--- config.mk ---
export PLATFORM = sky130hd
export DESIGN_NAME = ps2_mouse_packet_tx
export DESIGN_NICKNAME = d
export VERILOG_FILES = /design/src/rtl/ps2_mouse_pkg.sv /design/src/rtl/ps2_mouse_packet_tx_frame.sv /design/src/rtl/ps2_mouse_packet_tx.sv
export SDC_FILE = /design/constraint.sdc
export NUM_CORES = 1
export LEC_CHECK = 0
export ABC_AREA = 1
export CORE_UTILIZATION = 57
export CTS_CLUSTER_SIZE = 40
export DETAILED_ROUTE_END_ITERATION = 10
export PLACE_DENSITY = 0.83
export SETUP_SLACK_MARGIN = 0.15
export SYNTH_ARGS = -nofsm -noshare
export SYNTH_HDL_FRONTEND = slang
export SYNTH_SLANG_ARGS = --single-unit
--- constraint.sdc ---
create_clock -name clk -period 3.5 [get_ports clk]
set_input_delay 0.7 -clock clk [delete_from_list [all_inputs] [get_ports clk]]
set_output_delay 0.7 -clock clk [all_outputs]
set_load 0.01 [all_outputs]
--- src/rtl/ps2_mouse_pkg.sv ---
// ps2_mouse_pkg
// Shared definitions for the PS/2 mouse packet transmitter:
//   - byte0 bit positions of the standard 3-byte mouse packet
//   - device-to-host frame length
//   - packet FSM state encoding
//   - movement saturation bounds and the saturating helper

package ps2_mouse_pkg;

    localparam int FRAME_LEN = 11;  // start + 8 data + parity + stop
    localparam int PKT_BYTES = 3;

    // byte0 bit positions
    localparam int B0_LEFT    = 0;
    localparam int B0_RIGHT   = 1;
    localparam int B0_MIDDLE  = 2;
    localparam int B0_ALWAYS1 = 3;
    localparam int B0_X_SIGN  = 4;
    localparam int B0_Y_SIGN  = 5;
    localparam int B0_X_OVF   = 6;
    localparam int B0_Y_OVF   = 7;

    // Movement is reported as a 9-bit two's complement value.
    localparam logic signed [9:0] SAT_MAX = 10'sd255;
    localparam logic signed [9:0] SAT_MIN = -10'sd256;

    typedef enum logic [2:0] {
        ST_IDLE,
        ST_LOAD,
        ST_BIT_HI,
        ST_BIT_LO,
        ST_GAP,
        ST_DONE,
        ST_WAIT_INH
    } state_t;

    typedef struct packed {
        logic       ovf;  // clamping occurred
        logic [8:0] val;  // clamped value; val[8] is the sign
    } sat_t;

    function automatic sat_t saturate(input logic signed [9:0] v);
        sat_t r;
        if (v > SAT_MAX) begin
            r.ovf = 1'b1;
            r.val = SAT_MAX[8:0];
        end else if (v < SAT_MIN) begin
            r.ovf = 1'b1;
            r.val = SAT_MIN[8:0];
        end else begin
            r.ovf = 1'b0;
            r.val = v[8:0];
        end
        return r;
    endfunction

endpackage

--- src/rtl/ps2_mouse_packet_tx_frame.sv ---
// ps2_frame_tx
// Single-byte PS/2 device-to-host serializer. On start it sends an 11-bit
// frame (start 0, data LSB first, odd parity, stop 1). Each bit is a HIGH
// clock phase (data changes at its start) followed by a LOW clock phase,
// each HALF_PERIOD cycles long. abort returns both lines high at once.
// Ports:
//   clk, reset      system clock, synchronous active-high reset
//   start           one-cycle request to begin a frame with data_byte
//   data_byte       byte to send, sampled on start
//   abort           cancel the frame in progress; no frame_done
//   clk_out         PS/2 clock line (idles high)
//   data_out        PS/2 data line (idles high)
//   phase_end       current clock phase ends this cycle
//   last_bit        the bit in flight is the stop bit
//   frame_done      last cycle of the stop bit's LOW phase

module ps2_frame_tx
    import ps2_mouse_pkg::*;
#(
    parameter int HALF_PERIOD = 2000
) (
    input  logic       clk,
    input  logic       reset,
    input  logic       start,
    input  logic [7:0] data_byte,
    input  logic       abort,
    output logic       clk_out,
    output logic       data_out,
    output logic       phase_end,
    output logic       last_bit,
    output logic       frame_done
);

    localparam int CNT_W = $clog2(HALF_PERIOD + 1);

    logic             active;
    logic             phase_lo;
    logic [CNT_W-1:0] cnt;
    logic [3:0]       bit_idx;
    logic [9:0]       rest;  // bits still to send after the current one

    assign phase_end  = active && (cnt == CNT_W'(HALF_PERIOD - 1));
    assign last_bit   = (bit_idx == 4'(FRAME_LEN - 1));
    assign frame_done = phase_end && phase_lo && last_bit;

    // NOTE: clocked state uses non-blocking assignments so every register
    // samples pre-edge values and simulation matches the synthesized flops.
    always_ff @(posedge clk) begin
        if (reset || abort) begin
            active   <= 1'b0;
            phase_lo <= 1'b0;
            cnt      <= '0;
            bit_idx  <= '0;
            clk_out  <= 1'b1;
            data_out <= 1'b1;
            if (reset) rest <= '1;
        end else if (start) begin
            active   <= 1'b1;
            phase_lo <= 1'b0;
            cnt      <= '0;
            bit_idx  <= '0;
            clk_out  <= 1'b1;
            data_out <= 1'b0;  // start bit
            // Odd parity: parity bit is set when the data has an even count of ones.
            rest     <= {1'b1, ~^data_byte, data_byte};
        end else if (active) begin
            if (phase_end) begin
                cnt <= '0;
                if (!phase_lo) begin
                    phase_lo <= 1'b1;
                    clk_out  <= 1'b0;
                end else if (last_bit) begin
                    active   <= 1'b0;
                    phase_lo <= 1'b0;
                    bit_idx  <= '0;
                    clk_out  <= 1'b1;
                    data_out <= 1'b1;
                end else begin
                    phase_lo <= 1'b0;
                    bit_idx  <= bit_idx + 4'd1;
                    clk_out  <= 1'b1;
                    data_out <= rest[0];
                    rest     <= {1'b1, rest[9:1]};
                end
            end else begin
                cnt <= cnt + 1'b1;
            end
        end
    end

endmodule

--- src/rtl/ps2_mouse_packet_tx.sv ---
// ps2_mouse_packet_tx
// Device-side PS/2 mouse emulator. A send request latches movement and
// buttons, builds the 3-byte mouse packet (with saturation to -256..255)
// and transmits it byte by byte with idle gaps. Host inhibit aborts and
// later restarts the whole packet; inhibit during a gap just pauses it.
// Ports:
//   clk, reset                      system clock, synchronous active-high reset
//   send                            one-cycle packet request (ignored while busy)
//   dx, dy                          signed movement (+right, +up)
//   left_btn, right_btn, middle_btn button states
//   inhibit                         host holding the clock low
//   ps2_clk, ps2_data               PS/2 lines, idle high
//   byte_out                        byte currently / last transmitted
//   byte_valid                      pulse on the first cycle after a stop bit
//   busy                            packet in progress
//   done                            pulse when the packet completes

module ps2_mouse_packet_tx #(
    parameter int HALF_PERIOD = 2000,
    parameter int BYTE_GAP    = 4000
) (
    input  logic       clk,
    input  logic       reset,
    input  logic       send,
    input  logic [9:0] dx,
    input  logic [9:0] dy,
    input  logic       left_btn,
    input  logic       right_btn,
    input  logic       middle_btn,
    input  logic       inhibit,
    output logic       ps2_clk,
    output logic       ps2_data,
    output logic [7:0] byte_out,
    output logic       byte_valid,
    output logic       busy,
    output logic       done
);

    import ps2_mouse_pkg::*;

    localparam int CNT_MAX = (HALF_PERIOD > BYTE_GAP) ? HALF_PERIOD : BYTE_GAP;
    localparam int CNT_W   = $clog2(CNT_MAX + 1);
    localparam logic [CNT_W-1:0] GAP_LAST = CNT_W'(BYTE_GAP - 1);

    state_t           state_q, state_d;
    logic [CNT_W-1:0] cnt_q, cnt_d;
    logic [1:0]       byte_idx_q, byte_idx_d;
    logic [2:0][7:0]  pkt_q;

    sat_t       x_sat, y_sat;
    logic [7:0] byte0;
    logic       accept;

    logic fr_start, fr_abort;
    logic fr_phase_end, fr_last_bit, fr_frame_done;

    assign x_sat  = saturate($signed(dx));
    assign y_sat  = saturate($signed(dy));
    assign accept = (state_q == ST_IDLE) && send && !inhibit;

    // NOTE: every signal assigned in always_comb gets a default first, so no
    // path leaves it unassigned and no latch is inferred.
    always_comb begin
        byte0              = '0;
        byte0[B0_LEFT]     = left_btn;
        byte0[B0_RIGHT]    = right_btn;
        byte0[B0_MIDDLE]   = middle_btn;
        byte0[B0_ALWAYS1]  = 1'b1;
        byte0[B0_X_SIGN]   = x_sat.val[8];
        byte0[B0_Y_SIGN]   = y_sat.val[8];
        byte0[B0_X_OVF]    = x_sat.ovf;
        byte0[B0_Y_OVF]    = y_sat.ovf;
    end

    // A frame starts only from LOAD; inhibit seen in LOAD aborts before it begins.
    assign fr_start = (state_q == ST_LOAD) && !inhibit;
    // Once the stop bit's LOW phase is reached the byte is allowed to complete.
    assign fr_abort = inhibit &&
                      ((state_q == ST_BIT_HI) || (state_q == ST_BIT_LO && !fr_last_bit));

    always_comb begin
        state_d    = state_q;
        cnt_d      = cnt_q;
        byte_idx_d = byte_idx_q;
        unique case (state_q)
            ST_IDLE: begin
                if (accept) begin
                    state_d    = ST_LOAD;
                    byte_idx_d = '0;
                end
            end
            ST_LOAD: begin
                if (inhibit) begin
                    state_d = ST_WAIT_INH;
                    cnt_d   = '0;
                end else begin
                    state_d = ST_BIT_HI;
                end
            end
            ST_BIT_HI: begin
                if (fr_abort) begin
                    state_d = ST_WAIT_INH;
                    cnt_d   = '0;
                end else if (fr_phase_end) begin
                    state_d = ST_BIT_LO;
                end
            end
            ST_BIT_LO: begin
                if (fr_abort) begin
                    state_d = ST_WAIT_INH;
                    cnt_d   = '0;
                end else if (fr_frame_done) begin
                    state_d = ST_GAP;
                    cnt_d   = '0;
                end else if (fr_phase_end) begin
                    state_d = ST_BIT_HI;
                end
            end
            ST_GAP: begin
                // Inhibit freezes the gap count rather than aborting.
                if (!inhibit) begin
                    if (cnt_q == GAP_LAST) begin
                        cnt_d = '0;
                        if (byte_idx_q == 2'(PKT_BYTES - 1)) begin
                            state_d = ST_DONE;
                        end else begin
                            state_d    = ST_LOAD;
                            byte_idx_d = byte_idx_q + 2'd1;
                        end
                    end else begin
                        cnt_d = cnt_q + 1'b1;
                    end
                end
            end
            ST_WAIT_INH: begin
                // The gap restarts whenever the host re-asserts inhibit.
                if (inhibit) begin
                    cnt_d = '0;
                end else if (cnt_q == GAP_LAST) begin
                    state_d    = ST_LOAD;
                    byte_idx_d = '0;
                    cnt_d      = '0;
                end else begin
                    cnt_d = cnt_q + 1'b1;
                end
            end
            ST_DONE: state_d = ST_IDLE;
            default: state_d = ST_IDLE;
        endcase
    end

    always_ff @(posedge clk) begin
        if (reset) begin
            state_q    <= ST_IDLE;
            cnt_q      <= '0;
            byte_idx_q <= '0;
            byte_out   <= '0;
            byte_valid <= 1'b0;
        end else begin
            state_q    <= state_d;
            cnt_q      <= cnt_d;
            byte_idx_q <= byte_idx_d;
            byte_valid <= fr_frame_done;
            if (fr_start) byte_out <= pkt_q[byte_idx_q];
        end
    end

    // NOTE: the packet holding register has no reset; it is always written on
    // an accepted send before any byte of it is read.
    always_ff @(posedge clk) begin
        if (accept) pkt_q <= {y_sat.val[7:0], x_sat.val[7:0], byte0};
    end

    assign done = (state_q == ST_DONE);
    assign busy = (state_q != ST_IDLE) && (state_q != ST_DONE);

    ps2_frame_tx #(
        .HALF_PERIOD(HALF_PERIOD)
    ) u_frame (
        .clk       (clk),
        .reset     (reset),
        .start     (fr_start),
        .data_byte (pkt_q[byte_idx_q]),
        .abort     (fr_abort),
        .clk_out   (ps2_clk),
        .data_out  (ps2_data),
        .phase_end (fr_phase_end),
        .last_bit  (fr_last_bit),
        .frame_done(fr_frame_done)
    );

endmodule

### Yosys cells after proc, flatten, opt, wreduce, memory -nomap -nowiden

Cells that the tools add are included.

* register bits after elaboration: 78
* output and inout bits: 13

* add/subtract/negate cells: 4
* $lt $le $gt $ge: 5
* eq/ne operators: 24
* muxes and demuxes: 53
* reductions and logical operators: 32

Operators by type and width (number)
* $mux W10: 9
* $mux W12: 7
* $pmux W12 S5: 1
* $mux W3: 12
* $gt A10 B9 Y1 const B: 2
* $lt A10 B9 Y1 const B: 2
* $pmux W3 S6: 1
* $bmux W8 S2: 1
* $ne A2 B2 Y1 const B: 8
* $reduce_bool A3 Y1: 5
* $reduce_and A7 Y1: 2
* $add A12 B1 Y12 const B: 1
* $eq A12 B12 Y1 const B: 1
* $mux W1: 12
* $mux W2: 6
* $add A11 B1 Y11 const B: 1
* $eq A11 B11 Y1 const B: 1
* $mux W11: 1
* $reduce_and A5 Y1: 2
* $eq A3 B3 Y1 const B: 3
* $logic_and A1 B1 Y1: 9
* $mux W8: 1
* $reduce_xnor A8 Y1: 1
* $eq A3 B2 Y1 const B: 2
* other kinds (21): 27

### Logic depth before layout (Yosys ltp)

* depth in word-level cells: 8
* depth in mapped cells: 14
* mapped depth without buffers: 13

### Hierarchy

From an unflattened synthesis, not the netlist that was laid out.

* cell total of the unflattened synthesis: 525
* area total of the unflattened synthesis: 3993.8 um^2

Modules (own cells, without submodules)
* ps2_mouse_packet_tx: instances 1, cells each 343, area each 2512.4 um^2
* ps2_frame_tx: instances 1, cells each 182, area each 1481.4 um^2

### Least setup slack after synthesis

Ideal clock, no wire load.

* kind: input-to-reg
* from: in inhibit
* to: reg pkt_q[0] (netlist name), enable pin
* setup time: 0.432 ns
* arrival: 2.365 ns
* path slack: 0.703 ns
* cell stages on the path: 1
* buffers on the path: 0
* path through: nor3_1

* word-level cells in the longest chain between the ends: 2

RTL lines
* start, declared: line ps2_mouse_packet_tx.sv:30 `input logic inhibit,`
* $logic_not A1 Y1
* $logic_and A1 B1 Y1: line ps2_mouse_packet_tx.sv:59 `assign accept = (state_q == ST_IDLE) && send && !inhibit;`
* end signal, assigned: line ps2_mouse_packet_tx.sv:171 `if (accept) pkt_q <= {y_sat.val[7:0], x_sat.val[7:0], byte0};`
* end, declared: line ps2_mouse_packet_tx.sv:48 `logic [2:0][7:0] pkt_q;`

Every way passes these cells.
A chain may end at the register's enable or synchronous reset.

### Final worst setup path

* from: in inhibit
* to: reg u_frame.rest[2], enable pin

* word-level cells in the longest chain between the ends: 4
* elaborated cells between the ends (all ways): 10
* those cells by class: 2 x eq/ne; 8 x reduce/logical

RTL lines
* $logic_not A1 Y1 / $logic_and A1 B1 Y1 (equally long branches)
* $logic_and A1 B1 Y1 / $logic_or A1 B1 Y1 (equally long branches): line ps2_mouse_packet_tx.sv:76, ps2_mouse_packet_tx_frame.sv:49
* $ne A3 B2 Y1 (no line) (tied with other cells)
* $reduce_and A5 Y1 (no line) *
* end signal, assigned: line ps2_mouse_packet_tx_frame.sv:65 `rest <= {1'b1, ~^data_byte, data_byte};`
* end signal, assigned: line ps2_mouse_packet_tx_frame.sv:83 `rest <= {1'b1, rest[9:1]};`
* end, declared: line ps2_mouse_packet_tx_frame.sv:40 `logic [9:0] rest;`

Mark *: on every way between the ends. The rest lies on a longest branch, timed or not.

==> results.yml <==
outcome:
  status: "finished clean"
global_routing:
  grt_max_degree: 24
  antenna_found_initial: 0
  track_usage_pct: 23.7
  grt_pass1_wl_um: 13900
  overflow: 0
  grt_pass1_vias: 3293
clocking:
  ctsResizeCount: 0
  root_buffer: "clkbuf_8"
  htreeDepth: 3
  cts_setup_buffers: 0
  numCtsBuffers: 9
  holdBufCountCts: 0
  clk_latency_ns: 0.35
  clock_path_buffers: 2
  cts_tree: "done"
  cts.clk_slew.worst_paths_ns: 0.09
  cts.sinks: 77
routing:
  firstDrtPassIters: 5
  vias: 3592
  drtAntennaViolNets: 0
  wire_per_inst_um: 11.6
  via_per_inst: 5.10
  post-route-drc-count: 0
  routed_wl_um: 8150
  drt_iter0_markers: 194
pwr:
  p_comb_share_pct: 37.5
  power_frac_clock_pct: 21.2
  powerDensity_mw_per_mm2: 607
  power_mw: 2.83
  sequentialPowerShare_pct: 41.3
  power.switching_mw: 1.12
  ir_drop_uv: 375
  power_switching_share_pct: 39.4
  internal_power_mw: 1.72
  leakage_nw: 1.97
placement:
  dp_cells: 688
  dpl-instance-area_sq_mm: 0.00450
  gp_congestion: 0.927
  pre_cts_slack_ns: 0.501
  dpl.hpwl_um: 6020
  place.port_buffers: 39
sta:
  maxSlewHeadroom_pct: 24.2
  finalSetupTns_ns: 0
  period_share_pct: 74.6
  fmax_mhz: 383
  fin_hold_ws_ns: 0.472
  finalSetupViolCount: 0
  final_hold_viol_count: 0
  worst_pin_slew_ns: 1.12
  min_period_ns: 2.61
  setup_slack_ns: 0.890
  finClkSkew_ns: 0.0102
  finalMaxSlewViolations: 0
  grt_setup_unrepaired: "false"
floorplan:
  die_x_um: 86.3
  die-area_sq_mm: 0.00744
  ios: 40
  num_rows: 30
  initial_core_util_pct: 59.3
  core_area_sq_mm: 0.00683
  die_y_um: 86.3
setup_path:
  criticalPathCategory: "input port to flip-flop"
  max_stage_delay_ns: 0.89
  required_ns: 3.47
  crit_chain: "clkdlybuf4s50_1, inv_2, nor2_2, o21ai_2, inv_2, o21ai_0"
  crit_fanout: 9
  start_kind: "input port"
  crit_family: "compound AO/OA/AOI/OAI gates"
  crit_buf_inv: 3
  critPathCaptureType: "flip-flop"
  crit_slowest_cell: "o21ai_0"
  cp_common_cell: "inv_2"
  arrival_ns: 2.58
yosys:
  synthMuxAreaShare_pct: 0
  ys_seq_area_share_pct: 46.0
  synth_xor_area_share_pct: 2.16
  netlist_area_sq_mm: 0.00405
  synthesis.nets: 595
  synthDistinctLibCells: 29
  synth_top_family_by_area: "simple AND/OR/NAND/NOR gates"
  avgSynthCellArea_sq_um: 7.17
  synth_adder_area_share_pct: 0.927
  syn_inst: 565
  yosys.area_share.simple_pct: 35.2
  synth_warnings: 0
  synth-compound-area-share_pct: 6.98
  yosys_register_bits: 77
run:
  maxCapViolCount: 0
cells_and_area:
  post-route-cell-area_sq_mm: 0.00467
  area_growth_syn_to_layout_pct: 15.4
  n_fill_cell: 590
  utilization_pct: 68.4
  diodes: 0
  layout.nets: 633
  post_route_cells_drive_above_1_share_pct: 7.07
  final_cells: 704
min_path:
  hold_path.class: "flip-flop to flip-flop"
==> path summary, 6_finish.rpt <==
check	start	depth (start not counted)	end	slack, ns
worst max-delay path	inhibit	6	u_frame.rest[2]$_SDFFCE_PP1P_	0.89
worst min-delay path	byte_out[6]$_SDFFE_PP0P_	2	byte_out[6]$_SDFFE_PP0P_	0.47
worst max register to register	u_frame.cnt[0]$_SDFFE_PP0P_	7	u_frame.rest[2]$_SDFFCE_PP1P_	0.95
worst min register to register	byte_out[6]$_SDFFE_PP0P_	2	byte_out[6]$_SDFFE_PP0P_	0.47
==> registers in the layout, summed over array words and instances (netlist names), 2 cells and up <==
name	count
pkt_q	23
byte_out	8
byte_idx_q	2
u_frame.cnt	11
u_frame.bit_idx	4
state_q	3
cnt_q	12
u_frame.rest	9
==> power by group through the flow <==
stage | Combinational [mW] | Clock (mW) | Sequential, mW
2_1_floorplan | 0.825 | 0 | 1.16
3_3_place_gp | 1.02 | 0 | 1.18
3_5_place_dp | 1.05 | 0 | 1.19
4_1_cts | 1.06 | 0.612 | 1.17
5_1_grt | 1.22 | 0.653 | 1.19
6_report | 1.06 | 0.601 | 1.17
==> cells in the mapped netlist <==
cell	instances	area share, %
nor3_1	15	1.9
xnor2_1	4	0.87
nand2_1	179	17
nor3b_1	1	0.19
o21bai_1	1	0.19
clkinv_1	2	0.19
nand4_2	1	0.31
nand3_2	3	0.74
buf_6	2	0.56
o21ai_1	3	0.37
nand3_1	49	6.1
nor2_1	68	6.3
clkbuf_1	5	0.46
a21boi_0	1	0.19
edfxtp_1	32	24
o21ai_2	2	0.43
inv_1	64	5.9
a21oi_1	29	3.6
nand3b_1	2	0.37
buf_2	6	0.74
nand2_2	4	0.62
nor2_2	2	0.31
xor2_1	6	1.3
dfxtp_1	45	22
nor2_4	4	1.1
o21ai_0	18	2.2
inv_2	9	0.83
ha_1	3	0.93
nand4_1	5	0.77
==> routing by layer <==
layer,routed length [um],GRT usage (%)
met3,323,6.00
met2,3990,40.9
met1,3740,29.0
met5,0,0
met4,97,8.03
==> placed cells by master (no fill, tap or decap), drive strengths merged <==
cell type / instances
a21boi: 1
a21oi: 29
buf: 1
clkbuf: 9
clkdlybuf4s50: 39
clkinv: 5
clkinvlp: 1
dfxtp: 45
edfxtp: 32
ha: 3
inv: 76
nand2: 183
nand3: 52
nand3b: 2
nand4: 6
nor2: 74
nor3: 15
nor3b: 1
o21ai: 23
o21bai: 1
xnor2: 4
xor2: 6
==> cell families after synthesis <==
logic type,count (synthesis)
and+or+nand+nor,333
adders and majority gates,3
xor gates and xnor gates,10
DFF,77
AOI/OAI and AO/OA,54
buffers and inverters,88
==> worst reg2reg max path: stages (launching register included) <==
cell     delay (ns)
dfxtp_1        0.37
ha_1           0.20
inv_1          0.05
nor2_1         0.13
nand3_1        0.20
nor2_1         0.26
a21oi_1        0.09
o21ai_0        0.88
==> layout make-up <==
class	count	area [sq um]	area share, %
clock inverters	7	47.5	1.02
clock buffers	9	124	2.65
inverters	75	282	6.03
well taps	96	120	2.57
flip-flops and latches	77	1860	39.9
repair buffers	40	398	8.52
multi-input cells	400	1840	39.4
No activity file was read; power rests on OpenSTA's default activity.
